### src/rtl/k_and_s_pkg.sv
// K&S data path shared definitions: decoded instruction enum, opcodes, ALU ops.
// Latency: n/a (types and constants only).
// Backpressure: n/a.
package k_and_s_pkg;

   typedef enum logic [3:0] {
      I_NOP,
      I_LOAD,
      I_STORE,
      I_MOVE,
      I_ADD,
      I_SUB,
      I_AND,
      I_OR,
      I_BRANCH,
      I_BZERO,
      I_BNEG,
      I_BNNEG,
      I_BNZERO,
      I_HALT
   } decoded_instruction_type;

   localparam logic [7:0] OPC_NOP    = 8'h00;
   localparam logic [7:0] OPC_BRANCH = 8'h01;
   localparam logic [7:0] OPC_BZERO  = 8'h02;
   localparam logic [7:0] OPC_BNEG   = 8'h03;
   localparam logic [7:0] OPC_BNNEG  = 8'h0A;
   localparam logic [7:0] OPC_BNZERO = 8'h0B;
   localparam logic [7:0] OPC_LOAD   = 8'h81;
   localparam logic [7:0] OPC_STORE  = 8'h82;
   localparam logic [7:0] OPC_MOVE   = 8'h91;
   localparam logic [7:0] OPC_ADD    = 8'hA1;
   localparam logic [7:0] OPC_SUB    = 8'hA2;
   localparam logic [7:0] OPC_AND    = 8'hA3;
   localparam logic [7:0] OPC_OR     = 8'hA4;
   localparam logic [7:0] OPC_HALT   = 8'hFF;

   localparam logic [1:0] OP_OR  = 2'b00;
   localparam logic [1:0] OP_ADD = 2'b01;
   localparam logic [1:0] OP_SUB = 2'b10;
   localparam logic [1:0] OP_AND = 2'b11;

   // Unlisted opcodes fall back to NOP so a corrupted IR cannot trigger writes.
   function automatic decoded_instruction_type decode_opcode(input logic [7:0] opc);
      case (opc)
         OPC_BRANCH: decode_opcode = I_BRANCH;
         OPC_BZERO:  decode_opcode = I_BZERO;
         OPC_BNEG:   decode_opcode = I_BNEG;
         OPC_BNNEG:  decode_opcode = I_BNNEG;
         OPC_BNZERO: decode_opcode = I_BNZERO;
         OPC_LOAD:   decode_opcode = I_LOAD;
         OPC_STORE:  decode_opcode = I_STORE;
         OPC_MOVE:   decode_opcode = I_MOVE;
         OPC_ADD:    decode_opcode = I_ADD;
         OPC_SUB:    decode_opcode = I_SUB;
         OPC_AND:    decode_opcode = I_AND;
         OPC_OR:     decode_opcode = I_OR;
         OPC_HALT:   decode_opcode = I_HALT;
         default:    decode_opcode = I_NOP;
      endcase
   endfunction

endpackage

### src/rtl/ks_data_path_p_if.sv
// Control-unit / RAM bundle of the K&S data path.
// Latency: n/a (wires only). slave = data path side, master = control unit + RAM side.
// Backpressure: none; the control unit sequences every cycle explicitly.
interface ks_data_path_p_if
   import k_and_s_pkg::*;
#(
   parameter int DATA_W = 16,
   parameter int ADDR_W = 5
) ();
   // control strobes and selects
   logic                    branch;
   logic                    pc_enable;
   logic                    ir_enable;
   logic                    addr_sel;
   logic                    c_sel;
   logic [1:0]              operation;
   logic                    write_reg_enable;
   logic                    flags_reg_enable;
   // status back to the control unit
   decoded_instruction_type decoded_instruction;
   logic                    zero_op;
   logic                    neg_op;
   logic                    unsigned_overflow;
   logic                    signed_overflow;
   // RAM side
   logic [ADDR_W-1:0]       ram_addr;
   logic [DATA_W-1:0]       data_out;
   logic [DATA_W-1:0]       data_in;

   modport master (
      output branch, pc_enable, ir_enable, addr_sel, c_sel, operation,
             write_reg_enable, flags_reg_enable, data_in,
      input  decoded_instruction, zero_op, neg_op, unsigned_overflow,
             signed_overflow, ram_addr, data_out
   );

   modport slave (
      input  branch, pc_enable, ir_enable, addr_sel, c_sel, operation,
             write_reg_enable, flags_reg_enable, data_in,
      output decoded_instruction, zero_op, neg_op, unsigned_overflow,
             signed_overflow, ram_addr, data_out
   );
endinterface

### src/rtl/ks_alu.sv
// K&S ALU: OR/ADD/SUB/AND with zero, negative, carry/borrow and signed-overflow flags.
// Latency: combinational. Ports: i_a, i_b, i_op in; o_result and four raw flags out.
// Backpressure: none.
module ks_alu
   import k_and_s_pkg::*;
#(
   parameter int DATA_W = 16
) (
   input  logic [DATA_W-1:0] i_a,
   input  logic [DATA_W-1:0] i_b,
   input  logic [1:0]        i_op,
   output logic [DATA_W-1:0] o_result,
   output logic              o_zero,
   output logic              o_neg,
   output logic              o_uov,
   output logic              o_sov
);

   // One extra bit catches carry-out on ADD and borrow (A <u B) on SUB.
   logic [DATA_W:0] w_sum;
   logic [DATA_W:0] w_diff;

   assign w_sum  = {1'b0, i_a} + {1'b0, i_b};
   assign w_diff = {1'b0, i_a} - {1'b0, i_b};

   always_comb begin
      o_result = '0;
      o_uov    = 1'b0;
      o_sov    = 1'b0;
      case (i_op)
         OP_ADD: begin
            o_result = w_sum[DATA_W-1:0];
            o_uov    = w_sum[DATA_W];
            o_sov    = (i_a[DATA_W-1] == i_b[DATA_W-1]) &&
                       (w_sum[DATA_W-1] != i_a[DATA_W-1]);
         end
         OP_SUB: begin
            o_result = w_diff[DATA_W-1:0];
            o_uov    = w_diff[DATA_W];
            o_sov    = (i_a[DATA_W-1] != i_b[DATA_W-1]) &&
                       (w_diff[DATA_W-1] != i_a[DATA_W-1]);
         end
         OP_AND:  o_result = i_a & i_b;
         default: o_result = i_a | i_b;
      endcase
   end

   assign o_zero = (o_result == '0);
   assign o_neg  = o_result[DATA_W-1];

endmodule

### src/rtl/ks_data_path_p.sv
// K&S data path: IR + decoder, register file, ALU + flags register, PC with branch mux, RAM address mux.
// Latency: state updates on the clk edge; decode, bus reads, ALU and RAM address are combinational.
// Backpressure: none; clk/rst plain ports, everything else on the ks_data_path_p_if slave modport.
module ks_data_path_p
   import k_and_s_pkg::*;
#(
   parameter int DATA_W   = 16,
   parameter int ADDR_W   = 5,
   parameter int NUM_REGS = 4
) (
   input  logic           clk,
   input  logic           rst,
   ks_data_path_p_if.slave bus
);

   localparam int REG_W = $clog2(NUM_REGS);

   if (DATA_W < 16 || NUM_REGS < 2 || (1 << REG_W) != NUM_REGS ||
       3*REG_W > DATA_W-8 || ADDR_W+REG_W > DATA_W-8) begin : g_bad_cfg
      $error("ks_data_path_p: illegal DATA_W/ADDR_W/NUM_REGS combination");
   end

   logic [DATA_W-1:0]       r_ir;
   logic [ADDR_W-1:0]       r_pc;
   logic [DATA_W-1:0]       r_regs [NUM_REGS];
   logic                    r_zero;
   logic                    r_neg;
   logic                    r_uov;
   logic                    r_sov;

   decoded_instruction_type w_dec;
   logic [ADDR_W-1:0]       w_mem_addr;
   logic [REG_W-1:0]        w_sel_a;
   logic [REG_W-1:0]        w_sel_b;
   logic [REG_W-1:0]        w_sel_c;
   logic [DATA_W-1:0]       w_bus_a;
   logic [DATA_W-1:0]       w_bus_b;
   logic [DATA_W-1:0]       w_bus_c;
   logic [DATA_W-1:0]       w_alu_res;
   logic                    w_alu_zero;
   logic                    w_alu_neg;
   logic                    w_alu_uov;
   logic                    w_alu_sov;
   logic                    w_ir_unused;

   // ---------------- instruction register and decode ----------------
   always_ff @(posedge clk) begin
      if (rst)               r_ir <= '0;
      else if (bus.ir_enable) r_ir <= bus.data_in;
   end

   assign w_dec      = decode_opcode(r_ir[DATA_W-1 -: 8]);
   assign w_mem_addr = r_ir[ADDR_W-1:0];

   // Register selects are always driven; the ALU-format layout is the default
   // so the decode stays purely combinational.
   always_comb begin
      w_sel_a = r_ir[REG_W-1:0];
      w_sel_b = r_ir[2*REG_W-1:REG_W];
      w_sel_c = r_ir[3*REG_W-1:2*REG_W];
      case (w_dec)
         I_LOAD:  w_sel_c = r_ir[ADDR_W+REG_W-1:ADDR_W];
         I_STORE: w_sel_a = r_ir[ADDR_W+REG_W-1:ADDR_W];
         I_MOVE: begin
            w_sel_b = r_ir[REG_W-1:0];
            w_sel_c = r_ir[2*REG_W-1:REG_W];
         end
         default: ;
      endcase
   end

   // Bits between the register fields and the opcode carry no meaning.
   assign w_ir_unused = ^r_ir;

   // ---------------- register file ----------------
   assign w_bus_a = r_regs[w_sel_a];
   assign w_bus_b = r_regs[w_sel_b];
   assign w_bus_c = bus.c_sel ? bus.data_in : w_alu_res;

   always_ff @(posedge clk) begin
      if (rst) begin
         for (int i = 0; i < NUM_REGS; i++) r_regs[i] <= '0;
      end else if (bus.write_reg_enable) begin
         r_regs[w_sel_c] <= w_bus_c;
      end
   end

   // ---------------- ALU and flags ----------------
   ks_alu #(.DATA_W(DATA_W)) u_alu (
      .i_a      (w_bus_a),
      .i_b      (w_bus_b),
      .i_op     (bus.operation),
      .o_result (w_alu_res),
      .o_zero   (w_alu_zero),
      .o_neg    (w_alu_neg),
      .o_uov    (w_alu_uov),
      .o_sov    (w_alu_sov)
   );

   always_ff @(posedge clk) begin
      if (rst) begin
         r_zero <= 1'b0;
         r_neg  <= 1'b0;
         r_uov  <= 1'b0;
         r_sov  <= 1'b0;
      end else if (bus.flags_reg_enable) begin
         r_zero <= w_alu_zero;
         r_neg  <= w_alu_neg;
         r_uov  <= w_alu_uov;
         r_sov  <= w_alu_sov;
      end
   end

   // ---------------- program counter ----------------
   always_ff @(posedge clk) begin
      if (rst)               r_pc <= '0;
      else if (bus.pc_enable) r_pc <= bus.branch ? w_mem_addr : r_pc + 1'b1;
   end

   // ---------------- outputs ----------------
   assign bus.decoded_instruction = w_dec;
   assign bus.zero_op             = r_zero;
   assign bus.neg_op              = r_neg;
   assign bus.unsigned_overflow   = r_uov;
   assign bus.signed_overflow     = r_sov;
   assign bus.ram_addr            = bus.addr_sel ? r_pc : w_mem_addr;
   assign bus.data_out            = w_bus_a;

endmodule
### src/flat_wrapper.sv
// flat-port wrapper written by rule: the top's interface ports become plain ports
module ks_data_path_p_flat import k_and_s_pkg::*;
#(
   parameter int DATA_W   = 16,
   parameter int ADDR_W   = 5,
   parameter int NUM_REGS = 4
)
  (clk, rst, bus_branch, bus_pc_enable, bus_ir_enable, bus_addr_sel, bus_c_sel, bus_operation, bus_write_reg_enable, bus_flags_reg_enable, bus_data_in, bus_decoded_instruction, bus_zero_op, bus_neg_op, bus_unsigned_overflow, bus_signed_overflow, bus_ram_addr, bus_data_out);
  ks_data_path_p_if #(.DATA_W(DATA_W), .ADDR_W(ADDR_W)) bus_i ();
  input  logic clk;
  input  logic rst;
  input wire logic [$bits(bus_i.branch)-1:0] bus_branch;
  input wire logic [$bits(bus_i.pc_enable)-1:0] bus_pc_enable;
  input wire logic [$bits(bus_i.ir_enable)-1:0] bus_ir_enable;
  input wire logic [$bits(bus_i.addr_sel)-1:0] bus_addr_sel;
  input wire logic [$bits(bus_i.c_sel)-1:0] bus_c_sel;
  input wire logic [$bits(bus_i.operation)-1:0] bus_operation;
  input wire logic [$bits(bus_i.write_reg_enable)-1:0] bus_write_reg_enable;
  input wire logic [$bits(bus_i.flags_reg_enable)-1:0] bus_flags_reg_enable;
  input wire logic [$bits(bus_i.data_in)-1:0] bus_data_in;
  output wire logic [$bits(bus_i.decoded_instruction)-1:0] bus_decoded_instruction;
  output wire logic [$bits(bus_i.zero_op)-1:0] bus_zero_op;
  output wire logic [$bits(bus_i.neg_op)-1:0] bus_neg_op;
  output wire logic [$bits(bus_i.unsigned_overflow)-1:0] bus_unsigned_overflow;
  output wire logic [$bits(bus_i.signed_overflow)-1:0] bus_signed_overflow;
  output wire logic [$bits(bus_i.ram_addr)-1:0] bus_ram_addr;
  output wire logic [$bits(bus_i.data_out)-1:0] bus_data_out;
  assign bus_i.branch = bus_branch;
  assign bus_i.pc_enable = bus_pc_enable;
  assign bus_i.ir_enable = bus_ir_enable;
  assign bus_i.addr_sel = bus_addr_sel;
  assign bus_i.c_sel = bus_c_sel;
  assign bus_i.operation = bus_operation;
  assign bus_i.write_reg_enable = bus_write_reg_enable;
  assign bus_i.flags_reg_enable = bus_flags_reg_enable;
  assign bus_i.data_in = bus_data_in;
  assign bus_decoded_instruction = bus_i.decoded_instruction;
  assign bus_zero_op = bus_i.zero_op;
  assign bus_neg_op = bus_i.neg_op;
  assign bus_unsigned_overflow = bus_i.unsigned_overflow;
  assign bus_signed_overflow = bus_i.signed_overflow;
  assign bus_ram_addr = bus_i.ram_addr;
  assign bus_data_out = bus_i.data_out;
  ks_data_path_p #(.DATA_W(DATA_W), .ADDR_W(ADDR_W), .NUM_REGS(NUM_REGS)) u_core (.clk(clk), .rst(rst), .bus(bus_i));
endmodule
### config.mk
export PLATFORM = sky130hd
export DESIGN_NAME = ks_data_path_p_flat
export DESIGN_NICKNAME = d
export VERILOG_FILES = /design/src/rtl/k_and_s_pkg.sv /design/src/rtl/ks_data_path_p_if.sv /design/src/rtl/ks_alu.sv /design/src/rtl/ks_data_path_p.sv /design/src/flat_wrapper.sv
export SDC_FILE = /design/constraint.sdc
export NUM_CORES = 1
export LEC_CHECK = 0
export ABC_AREA = 1
export BUFFER_PORTS_ARGS = -buffer_cell sky130_fd_sc_hd__buf_4
export CAP_MARGIN = 20
export CORE_ASPECT_RATIO = 2
export CORE_MARGIN = 1
export CORE_UTILIZATION = 60
export DETAILED_ROUTE_END_ITERATION = 7
export PLACE_DENSITY = 0.78
export SLEW_MARGIN = 10
export SYNTH_ARGS = -nofsm -noshare
export SYNTH_HDL_FRONTEND = slang
export SYNTH_SLANG_ARGS = --single-unit
### constraint.sdc
create_clock -name clk -period 5.37 [get_ports clk]
set_clock_uncertainty 0.15 [all_clocks]
set_input_delay 0.2685 -clock clk [delete_from_list [all_inputs] [get_ports clk]]
set_output_delay 0.2685 -clock clk [all_outputs]
set_load 0.005 [all_outputs]
==> key figures <==
Outcome
  – Run status: finished, violations left
  – Failing checks: design-rule violations

Routing
  – Wire length per cell: about 18 µm
  – Drt total wl: 26600 µm
  – Detail Route Antenna Nets: 0
  – Drt first pass iters: 8
  – Vias/cell: roughly 5.8
  – Vias: 8371
  – DRC Markers: 4
  – Initial drt markers: approximately 560

Synthesis
  – Cell count after synthesis: approximately 1.2k
  – Synth top cells by count: 320 x nand2_1, 244 x inv_1, 113 x nor2_1, 82 x nand3_1, 76 x a21oi_1
  – Dominant cell by count in the synthesized netlist: nand2_1
  – Seq/Total Area, Yosys: 0.299
  – Mean Syn Cell Area: between 6 and 7 µm²
  – Synth area leader: edfxtp_1
  – Adder-Cell Fraction of Synth Area: 0.0922
  – Complex-gate fraction of the synthesized area: 0.150
  – Ys async rst share: 0
  – Cell Area, Synth: around 0.0080 mm²
  – Combinational family with the most area after synthesis: simple AND/OR/NAND/NOR gates
  – Mux cell area share after synthesis: 0
  – Synth Area in Simple Gates: 0.306
  – Synth top area share: 0.239
  – Post-synth top flop: edfxtp_1
  – Yosys Warn Count: 0
  – Post-synth EDFFs: between 60 and 70
  – Post-Synth XOR/XNOR Area: 0.00109
  – Library cells used by synthesis: 43
  – Number of synthesized register bits: 88
  – Top post-synthesis cells by area: edfxtp_1 24%, nand2_1 15%, inv_1 11%
  – Syn_nets: between 1k and 1.5k

Global routing
  – GRT Util Overall: 0.391
  – Vias in the first global route: approximately 8.3k
  – Initial antenna violation count: 0
  – Largest net degree at the start of global routing: 35
  – First-pass GRT wire length: 41200 µm
  – Global route overflow: 0

Run
  – MaxCap Viol Count: 0

Clock tree
  – H-tree lvl count: 3
  – Cts repair resizes: 0
  – Post-CTS setup buffers: 0
  – Hold buffers post-CTS: 0
  – Clk buf depth: 2
  – CTS tree: yes
  – Root Driver: clkbuf_16
  – Clk sinks: 88
  – CTS buffer count: 9
  – Clock latency at the later pin of the worst-skew pair: around 0.35 ns
  – Clk pin slew, worst setup/hold paths: ~0.07 ns

Critical path
  – Critical path arrival: between 4 and 5 ns
  – Crit end category: flip-flop
  – Worst Path Required: between 5 and 6 ns
  – WS Path Type: flip-flop to flip-flop
  – CP startpoint kind: flip-flop
  – Critical Path Fanout Max: 19

Placement
  – GP Congestion: between 1 and 1.5
  – I/O Buffers: between 50 and 60
  – Detailed-placement wirelength estimate: 21100 µm
  – DP Worst Slack: 0.634 ns
  – Inst Count DP: between 1k and 1.5k

Power
  – Leak: 4.53 nW
  – PwrDens: 274 mW/mm²
  – Peak supply drop: approximately 0.00025 V

Layout
  – Nets: 1378
  – Diode count: 0
  – Utilization after layout: 0.692
  – Share of layout cells above drive strength 1: 0.122
  – Filler cell count: 1207
  – Synthesis-to-layout area growth: 12.5%
  – Final non-filler cell total: about 1.5k

Floorplan
  – Num ports: 56
  – FP Rows: slightly below 60
  – Chip Width: 83.8 µm
  – DIE HEIGHT: 166 µm
  – Initial core utilization: 0.615
  – Core area: roughly 0.013 mm²
  – Die ar.: 0.0139 mm²

STA
  – Fmax achieved: 201 MHz
  – RSZ-0062 raised after global routing: false
  – Rel. slew slack: 0.313
  – Measured slew at the worst slew-check pin: 1.03 ns
  – Final hold violations: 0
  – Setup Total Neg Slack: 0 ns
  – # setup viols final: 0
  – Fin worst setup slack: 0.384 ns
  – Slew Limit Fails: 0
  – Final Cycle Share: 0.929
  – Period minus WS final: roughly 5.0 ns

Worst hold path
  – Hold WC Path Type: primary input to flip-flop
[stage by stage]
step / hold slack, ns / total power [mW] / instance area [µm²]
floorplan: 0.188 / 1.48 / 8030
global placement: 0.329 / 1.82 / 8740
detailed placement: 0.329 / 1.83 / 8740
CTS: 0.00579 / 2.45 / 9040
global route: 0.0326 / 2.60 / 9040
finish: 0.00407 / 2.47 / 9040
[layer usage]
metal / GRT usage / share of wire / vias to the layer above
met1: 0.356 / 0.31 / 3754
li1: - / - / 4025
met4: 0.369 / 0.10 / 0
met5: 0 / 0 / -
met3: 0.0409 / 0.060 / 147
met2: 0.731 / 0.53 / 445
[flip-flops by register name, indices dropped and copies added (netlist names)]
register                      cells
u_core.r_ir                      15
u_core.bus.unsigned_overflow      1
u_core.bus.zero_op                1
u_core.bus.signed_overflow        1
u_core.bus.neg_op                 1
u_core.r_pc                       5
u_core.r_regs                    64
[cell usage in the layout (no fill, tap or decap), drive strengths merged, types with 2 or more instances in the layout]
master / netlist / routed
clkinv: 0 / 2
nand4: 18 / 18
edfxtp: 64 / 64
and2: 5 / 5
o21a: 3 / 3
o21ai: 69 / 69
nand2: 320 / 320
a21oi: 76 / 76
dfxtp: 24 / 24
ha: 56 / 56
inv: 266 / 269
nor2: 122 / 122
clkbuf: 34 / 10
a32oi: 30 / 30
o211ai: 5 / 5
nand3: 82 / 82
a211oi: 2 / 2
buf: 14 / 95
nor4: 4 / 4
nor3: 7 / 7
a31oi: 2 / 2
o21bai: 3 / 3
or2: 19 / 19
fa: 2 / 2
[worst max-delay path, cell delays in order, from the launching register on]
cell	delay, ns
dfxtp_1	0.39
inv_2	0.06
nand2_1	0.13
inv_1	0.09
nand2_1	0.10
inv_1	0.06
nand2_1	0.19
nand2_1	0.09
nand2_1	0.56
buf_4	0.26
nand2_1	0.05
a32oi_1	0.34
inv_1	0.09
ha_1	0.39
nor2_1	0.27
nand2_1	0.30
nor2_1	0.17
nand2_1	0.19
nand3_1	0.14
nand2_1	0.05
nand3_1	0.06
nand3_1	0.09
nand2_1	0.15
a21oi_1	0.11
inv_1	0.16
nor2_1	0.07
[power by group]
part / switching [mW] / internal, mW / leakage, nW / total (mW)
clock: 0.268 / 0.364 / 0.148 / 0.632
sequential: 0.0223 / 0.778 / 0.865 / 0.800
combinational: 0.697 / 0.345 / 3.52 / 1.04
[final cells by class]
| cell class | count | area, µm² | share of cell area |
|---|---|---|---|
| multi-input cells | 833 | 4430 | 0.490 |
| flip-flops and latches | 88 | 2400 | 0.266 |
| inverters | 266 | 998 | 0.110 |
| repair buffers | 95 | 726 | 0.0803 |
| clock buffers | 10 | 229 | 0.0253 |
| well taps | 152 | 190 | 0.0210 |
| clock inverters | 6 | 67.6 | 0.00748 |
[final timing paths]
kind,slack (ns),cells after the start,end,start
max,0.38,25,u_core.r_regs[0][10],u_core.r_ir[10]
min,0.004,2,u_core.r_pc[0],bus_pc_enable
max reg2reg,0.38,25,u_core.r_regs[0][10],u_core.r_ir[10]
min reg2reg,0.34,2,u_core.bus.signed_overflow,u_core.bus.signed_overflow
[kinds of logic (layout without fill, tap and decap cells)]
logic type               Yosys count  count (layout)
adder cells (fa/ha/maj)           58              58
AND/OR/NAND/NOR                  579             579
flip-flops                        88              88
buffers and inverters            314             377
AO/OA/AOI/OAI                    195             195
XOR/XNOR                           1               1
No activity file was read; power rests on OpenSTA's default activity.
